File: src/rtl/data_mem_responder_pkg.sv
// data_mem_responder_pkg: shared MMIO map and access-size codes
package data_mem_responder_pkg;
  localparam logic [23:0] MMIO_BASE  = 24'hFFFFFF;
  localparam logic [7:0]  OFF_TXDATA = 8'h00;
  localparam logic [7:0]  OFF_STATUS = 8'h04;
  localparam logic [7:0]  OFF_CYCLE  = 8'h08;
  typedef enum logic [1:0] {
    SZ_B = 2'b00,
    SZ_H = 2'b01,
    SZ_W = 2'b10,
    SZ_X = 2'b11
  } size_e;
endpackage

File: src/rtl/data_mem_responder_byte_fifo.sv
// byte_fifo: pointer-plus-count byte FIFO; a push while full is taken only alongside a pop
module byte_fifo #(
  parameter int DEPTH = 4
) (
  input  logic       clk,
  input  logic       rst,
  input  logic       push,
  input  logic [7:0] push_data,
  input  logic       pop,
  output logic       full,
  output logic       empty,
  output logic [7:0] head
);
  localparam int AW = $clog2(DEPTH);
  logic [7:0]    r_mem [DEPTH];
  logic [AW-1:0] r_rd;
  logic [AW-1:0] r_wr;
  logic [AW:0]   r_cnt;
  logic          w_pop;
  logic          w_push;
  assign empty  = r_cnt == '0;
  assign full   = r_cnt == (AW+1)'(DEPTH);
  assign head   = empty ? 8'h00 : r_mem[r_rd];
  assign w_pop  = pop && !empty;
  assign w_push = push && (!full || w_pop);
  always_ff @(posedge clk or negedge rst) begin
    if (!rst) begin
      r_rd  <= '0;
      r_wr  <= '0;
      r_cnt <= '0;
    end else begin
      r_rd  <= r_rd + AW'(w_pop);
      r_wr  <= r_wr + AW'(w_push);
      r_cnt <= r_cnt + (AW+1)'(w_push) - (AW+1)'(w_pop);
    end
  end
  always_ff @(posedge clk) begin
    if (w_push) r_mem[r_wr] <= push_data;
  end
endmodule

File: src/rtl/data_mem_responder.sv
// data_mem_responder: data RAM with byte-lane store merging plus console/status/cycle MMIO
module data_mem_responder
  import data_mem_responder_pkg::*;
#(
  parameter int DEPTH_WORDS = 64,
  parameter int FIFO_DEPTH  = 4
) (
  input  logic        clk,
  input  logic        rst,
  input  logic        MemRead,
  input  logic        MemWrite,
  input  logic [31:0] address,
  input  logic [31:0] writeData,
  input  logic [2:0]  funct3,
  output logic [31:0] readData,
  output logic        fault,
  output logic        tx_valid,
  output logic [7:0]  tx_data,
  input  logic        tx_ready
);
  localparam int AW = $clog2(DEPTH_WORDS);
  logic [31:0]   r_mem [DEPTH_WORDS];
  logic [31:0]   r_cycle;
  logic          r_fault;
  logic          r_overflow;
  logic [AW-1:0] w_idx;
  logic [7:0]    w_off;
  size_e         w_sz;
  logic          w_mmio;
  logic          w_misalign;
  logic          w_ram_we;
  logic          w_tx_wr;
  logic          w_status_wr;
  logic          w_pop;
  logic          w_full;
  logic          w_empty;
  logic          w_ovf_set;
  logic          w_unused;
  logic [3:0]    w_mask;
  logic [31:0]   w_wdata;
  logic [31:0]   w_mmio_rd;
  assign w_mmio      = address[31:8] == MMIO_BASE;
  assign w_idx       = address[AW+1:2];
  assign w_off       = address[7:0];
  assign w_sz        = size_e'(funct3[1:0]);
  assign w_misalign  = (w_sz == SZ_H && address[0]) || (w_sz == SZ_W && address[1:0] != 2'b00) || w_sz == SZ_X;
  assign w_mask      = w_sz == SZ_B ? 4'b0001 << address[1:0] : w_sz == SZ_H ? (address[1] ? 4'b1100 : 4'b0011) : 4'b1111;
  assign w_wdata     = w_sz == SZ_B ? {4{writeData[7:0]}} : w_sz == SZ_H ? {2{writeData[15:0]}} : writeData;
  assign w_ram_we    = MemWrite && !w_mmio && !w_misalign;
  assign w_tx_wr     = MemWrite && w_mmio && w_off == OFF_TXDATA;
  assign w_status_wr = MemWrite && w_mmio && w_off == OFF_STATUS;
  assign w_pop       = !w_empty && tx_ready;
  assign w_ovf_set   = w_tx_wr && w_full && !w_pop;
  assign w_mmio_rd   = w_off == OFF_STATUS ? {29'b0, r_overflow, w_full, r_fault} : w_off == OFF_CYCLE ? r_cycle : 32'h0;
  assign readData    = w_mmio ? w_mmio_rd : r_mem[w_idx];
  assign tx_valid    = !w_empty;
  assign fault       = r_fault;
  assign w_unused    = ^{MemRead, funct3[2]};
  byte_fifo #(.DEPTH(FIFO_DEPTH)) u_fifo (
    .clk       (clk),
    .rst       (rst),
    .push      (w_tx_wr),
    .push_data (writeData[7:0]),
    .pop       (w_pop),
    .full      (w_full),
    .empty     (w_empty),
    .head      (tx_data)
  );
  always_ff @(posedge clk or negedge rst) begin
    if (!rst) begin
      r_fault    <= 1'b0;
      r_overflow <= 1'b0;
      r_cycle    <= 32'h0;
    end else begin
      r_fault    <= (MemWrite && !w_mmio && w_misalign) || (r_fault && !w_status_wr);
      r_overflow <= w_ovf_set || (r_overflow && !w_status_wr);
      r_cycle    <= r_cycle + 32'd1;
    end
  end
  always_ff @(posedge clk) begin
    if (w_ram_we)
      for (int i = 0; i < 4; i++)
        if (w_mask[i]) r_mem[w_idx][8*i +: 8] <= w_wdata[8*i +: 8];
  end
endmodule

File: config.mk
export PLATFORM = sky130hd
export DESIGN_NAME = data_mem_responder
export DESIGN_NICKNAME = d
export VERILOG_FILES = /design/src/rtl/data_mem_responder_pkg.sv /design/src/rtl/data_mem_responder_byte_fifo.sv /design/src/rtl/data_mem_responder.sv
export SDC_FILE = /design/constraint.sdc
export NUM_CORES = 2
export LEC_CHECK = 0
export CAP_MARGIN = 5
export CORE_ASPECT_RATIO = 0.7
export CORE_MARGIN = 2
export CORE_UTILIZATION = 30
export DETAILED_ROUTE_END_ITERATION = 6
export PLACE_DENSITY = 0.54
export SYNTH_ARGS = -nofsm -noshare
export SYNTH_HDL_FRONTEND = slang
export SYNTH_SLANG_ARGS = --single-unit
File: constraint.sdc
create_clock -name clk -period 3.3 [get_ports clk]
set_input_delay 0.495 -clock clk [delete_from_list [all_inputs] [get_ports clk]]
set_output_delay 0.495 -clock clk [all_outputs]
set_load 0.01 [all_outputs]
# Word level (Yosys, flattened, before mapping)
# Memories as Yosys holds them, arrays and structs flattened.
# Index checks and enable logic that the tools add are counted.
[totals]
reg_bits = 41
latch_bits = 0
ramBits = 2080
rom_bits = 0
inputBits = 72
output_inout_bits = 42
wordCells = 74
n_memories = 2
[mem_list]
columns = ["name", "depth", "width", "rd", "rd_ports_with_merged_regs", "wr", "line_no", "text"]
rows = [
  ["r_mem", 64, 32, 1, 0, 1, "data_mem_responder.sv:22", "logic [31:0] r_mem [DEPTH_WORDS];"],
  ["u_fifo.r_mem", 4, 8, 1, 0, 1, "data_mem_responder_byte_fifo.sv:15", "logic [7:0] r_mem [DEPTH];"],
]
[op_classes]
add_sub_neg = 5
multipliers = 0
div_mod_pow = 0
magnitude_cmp = 0
eq_ne = 7
shifts = 1
mux = 23
bitwise_logic = 0
n_reduce_logical = 30
[op_table]
columns = ["operator", "count"]
rows = [
  ["2-to-1 mux 32 bit", 5],
  ["adder 32 x 1 -> 32 bit, second input constant", 1],
  ["== test 24 bit, second input constant", 1],
  ["logical AND 1 bit", 15],
  ["2-to-1 mux 1 bit", 14],
  ["2-to-1 mux 4 bit", 3],
  ["== test 8 x 3 -> 1 bit, second input constant", 1],
  ["== test 8 x 4 -> 1 bit, second input constant", 1],
  ["zero test 8 bit", 1],
  ["2-to-1 mux 8 bit", 1],
  ["zero test 1 bit", 6],
  ["logical OR 1 bit", 5],
  ["adder 2 x 1 -> 2 bit", 2],
  ["== test 2 bit, second input constant", 2],
  ["left shift 1 x 2 -> 4 bit, first input constant", 1],
  ["adder 3 x 1 -> 3 bit", 1],
  ["== test 3 bit, second input constant", 1],
  ["zero test 3 bit", 1],
  ["subtractor 3 x 1 -> 3 bit", 1],
  ["== test 2 x 1 -> 1 bit, second input constant", 1],
  ["zero test 2 bit", 1],
  ["nonzero test 2 bit", 1],
]

# Longest topological paths before layout
[logic_depth]
word_depth = 8
ltp_mapped = 13
depth_no_buf = 10

# Hierarchy
# A second synthesis with hierarchy kept.
[unflattened]
hier_cells = 4041
hier_area_um2 = 83556.4
[by_module_without_submodules]
columns = ["mod", "instances", "cells_per_inst", "area_each_um2", "seq_area_each_um2"]
rows = [
  ["data_mem_responder", 1, 3960, 81979.9, 62349.8],
  ["byte_fifo", 1, 81, 1576.5, 1136.1],
]

# Worst setup path after synthesis
# No wires, ideal clock.
[synth_timing]
path_type = "input to register"
startpoint = "input port funct3[0]"
endpoint = "memory r_mem[0][24], data pin"
setup_time_ns = 0.702
t_arrival_ns = 3.807
t_required_ns = 2.598
setup_slack_ns = -1.208
path_stages = 4
n_path_buf = 2
path_cell_list = "clkbuf_1 > buf_1 > mux2i_1 > o21ai_0"
[synth_between]
elab_chain_cells = 3
word_cells_on_any_way = 4
classes_between = "1 x eq/ne; 2 x mux; 1 x reduce/logical"
[synth_rtl]
columns = ["element", "line_no", "text"]
rows = [
  ["start: declaration", "data_mem_responder.sv:14", "input logic [2:0] funct3,"],
  ["== test 2 x 1 -> 1 bit", "data_mem_responder.sv:48", "assign w_wdata = w_sz == SZ_B ? {4{writeData[7:0]}} : w_sz == SZ_H ? {2{writeData[15:0]}} : writeData;"],
  ["2-to-1 mux 32 bit", "data_mem_responder.sv:48", ""],
  ["2-to-1 mux 32 bit (*)", "data_mem_responder.sv:48", ""],
  ["net w_wdata[24]", "data_mem_responder.sv:40", "logic [31:0] w_wdata;"],
  ["end: declaration", "data_mem_responder.sv:22", ""],
]
# Mark *: on every way through the listed nets, which the timed path passes. The rest lies on a longest branch.

# Worst setup path after layout
[layout_timing]
startpoint = "memory r_mem[10][31]"
endpoint = "output port readData[31]"
[layout_between]
elab_chain_cells = 2
[layout_rtl]
columns = ["element", "line_no", "text"]
rows = [
  ["memory read (64 x 32 bit)", "-", ""],
  ["2-to-1 mux 32 bit", "data_mem_responder.sv:55", "assign readData = w_mmio ? w_mmio_rd : r_mem[w_idx];"],
  ["end: declaration", "data_mem_responder.sv:15", "output logic [31:0] readData,"],
]
# No other way between the ends.

==> out/metrics.csv <==
metric,value,unit
synth_area_leaders,"edfxtp_1 75%, mux4_2 12%, nor2_1 1.4%, mux2i_1 1.3%, dfrtp_1 1.2%",
p_per_area,546,nW/um2
grt_max_degree,65,
crit_path_start,r_mem[10][31]$_DFFE_PP_,
syn_avg_cell_area,20.0,um2
wl,299,mm
netlist_area,83200,um2
relSlewSlack,11.9,%
route.detailed.drc,0,
swShare,22.8,%
dp.cells,8526,
synth_area_leader_cell,edfxtp_1,
pwr-share-comb,8.6,%
fin_crit_sh,110,%
clkTransAtPathRegs,0.06,ns
instances_no_fill,8932,
antenna_found_initial,19,
cts_tree,built,
core_area,275000,um2
ir_worst_vdd,395,uV
ctsLongestPathBuffers,4,
grt.overflow.total,0,
syn_inst,4153,
numCtsBuffers,196,
drtIter0Drc,7166,
r2r-end,r_cycle[31]$_DFF_PN0_,
hold_violations,0,
p_sw,13.1,mW
cts.sinks,2121,
place_congestion,1.01,
viasPerCell,5.37,
die_y,445,um
yosysMostFrequentCell,edfxtp_1,
yosys_warnings,0,
endpoint,readData[31],
cp_max_fo,1,
drv_slew,0,
drt-pass1-iter-count,7,
ys_ff_latch,2121,
syn_to_final_growth,25.9,%
drive_gt1_share,36.4,%
synth.top_cell.area_share,75.0,%
final_nets,5194,
synthFlopType,edfxtp_1,
start_util,30.2,%
grt_pass1_wl,402,mm
syn_nets,4231,
vias,48000,
p_leak,34.0,nW
ant_nets,0,
die_x,634,um
synthTopCellsByCount,"2080 x edfxtp_1, 460 x mux4_2, 307 x nor2_1, 191 x nand2_1, 109 x clkbuf_1",
wl_per_cell,33.5,um
clkPwrFrac,39.2,%
rsz0062_at_grt,true,
finalSetupTns,-1.27,ns
r2r_slack,0.78,ns
period_minus_slack,3.62,ns
reg2reg_depth,5,
crit_type,reg2out,
finalPower,57.2,mW
pin_count,114,
worstSkewPairLatency,0.86,ns
setup_viol,14,
fp-row-count,161,
seq_area_frac_synth,76.3,%
max_cap_viol_count,0,
fin_skew,0.0175,ns
critPathRequiredTime,2.80,ns
htree_num_levels,4,
r2r_start,r_cycle[14]$_DFF_PN0_,
p_int,44.2,mW
seqPwrFrac,52.3,%
tightest_slew,1.32,ns
hp-class,in2reg,
failed_checks,setup timing,
cp-end-kind,output pin,
startpoint_type,flip-flop,
synthArstFlopShare,1.93,%
max_freq,0.276,GHz
outcome,finished with violations,
synth_edf_count,2080,
hpwl,211,mm
die_area,282000,um2
synth_cell_type_count,70,
grt_pass1_vias,46400,
worst_slack,-0.320,ns
clockRootBuffer,clkbuf_16,
grt_util_all_layers,20.8,%
io_buffers,111,
cp.arrival,3.13,ns
what timing repair did:
action / 4_1_cts / 5_1_grt
pin swaps: 110 / 67
resized for setup: 379 / 84
buffers inserted: 59 / 21
hold buffers: 1 / 0
setup endpoints to repair: 36 / 30
cloned: 6 / 1
hold endpoints to repair: 25 / 0
how the worst min path moves through the flow:
stage | from | to | slack, ns | cells past startpoint
2_1_floorplan | rst | fault$_DFF_PN0_ | 0.20 | 0
3_3_place_gp | r_cycle[31]$_DFF_PN0_ | r_cycle[31]$_DFF_PN0_ | 0.47 | 1
3_5_place_dp | r_cycle[31]$_DFF_PN0_ | r_cycle[31]$_DFF_PN0_ | 0.47 | 1
4_1_cts | writeData[6] | r_mem[2][6]$_DFFE_PP_ | 0.05 | 1
5_1_grt | writeData[6] | r_mem[2][6]$_DFFE_PP_ | 0.06 | 1
6_report | writeData[6] | r_mem[2][6]$_DFFE_PP_ | 0.10 | 1
layout by cell type (no fill, tap or decap), types with 18 or more instances in the layout:
cell             Yosys  final
xnor2_1             26     26
buf_2               73     20
clkinv_2             0     18
clkbuf_16            0    199
mux2_2              53     51
mux4_2             460    460
nand2_1            191    174
nand3_1             49     39
nor2_1             307    303
o21ai_0             43     25
buf_12               0    197
clkdlybuf4s50_1      0     52
a22o_1              47     43
dfrtp_1             41     40
a22oi_1             98     57
buf_6               15     52
buf_4               29    646
o22ai_1             29     23
nand4_1             18     18
mux2i_1            107    105
clkbuf_1           109     63
a22oi_2              0     41
clkinv_1             0     35
a21oi_1             87     64
nor2b_1             25     22
edfxtp_1          2080   2080
power by group through the flow:
stage	Combinational [mW]	Sequential [mW]	Clock, mW
3_5_place_dp	4.56	30.5	0
4_1_cts	4.82	29.9	22.7
2_1_floorplan	1.97	30.4	0
3_3_place_gp	4.51	30.5	0
5_1_grt	5.09	29.9	23.7
6_report	4.90	29.9	22.4
registers in the layout (all words and copies together), names as in the netlist:
register,cells
r_overflow,1
fault,1
u_fifo.r_mem,32
u_fifo.r_rd,2
r_cycle,32
u_fifo.r_cnt,3
u_fifo.r_wr,2
r_mem,2048
routing by layer:
metal / global-route usage [%] / vias to the layer above / routed length [um]
met1: 30.0 / 25700 / 127000
met2: 29.6 / 2700 / 126000
met5: 0 / - / 126
met4: 5.23 / 16 / 8460
li1: - / 19100 / -
met3: 7.57 / 453 / 36600
kinds of logic after synthesis:
logic type | Yosys count | synth area share (%)
DFF | 2121 | 76.3
and+or+nand+nor | 685 | 3.66
muxes | 620 | 14.5
AOI/OAI and AO/OA | 421 | 3.57
buffers and inverters | 264 | 1.57
xor gates and xnor gates | 36 | 0.379
adders and majority gates | 6 | 0.0992
worst max-delay path, stage by stage, from the launching register on:
cell	delay (ns)
edfxtp_1	0.36
mux4_2	0.48
mux4_2	0.55
a2111oi_4	0.47
a21oi_1	0.13
buf_4	0.18
buf_6	0.12
layout make-up:
cell class | count | area (um2)
multi-input cells | 1768 | 19800
inverters | 18 | 68.8
fillers | 25000 | 171000
repair buffers | 1011 | 10800
clock buffers | 264 | 5230
diodes | 2 | 5.00
clock inverters | 81 | 811
well taps | 3667 | 4590
flip-flops and latches | 2121 | 63500
metrics by stage:
| stage | instance area, um2 | hold WS, ns | utilization (%) | worst slack [ns] |
|---|---|---|---|---|
| 6_report | 105000 | 0.103 | 38.1 | -0.320 |
| 5_1_grt | 105000 | 0.0620 | 38.1 | -0.398 |
| 4_1_cts | 104000 | 0.0484 | 37.9 | -0.372 |
| 3_5_place_dp | 96400 | 0.470 | 35.0 | -1.09 |
| 3_3_place_gp | 96400 | 0.470 | 35.0 | -1.57 |
| 2_1_floorplan | 83300 | 0.199 | - | 0.399 |
Note: power is estimated with default switching activity, not from simulation.
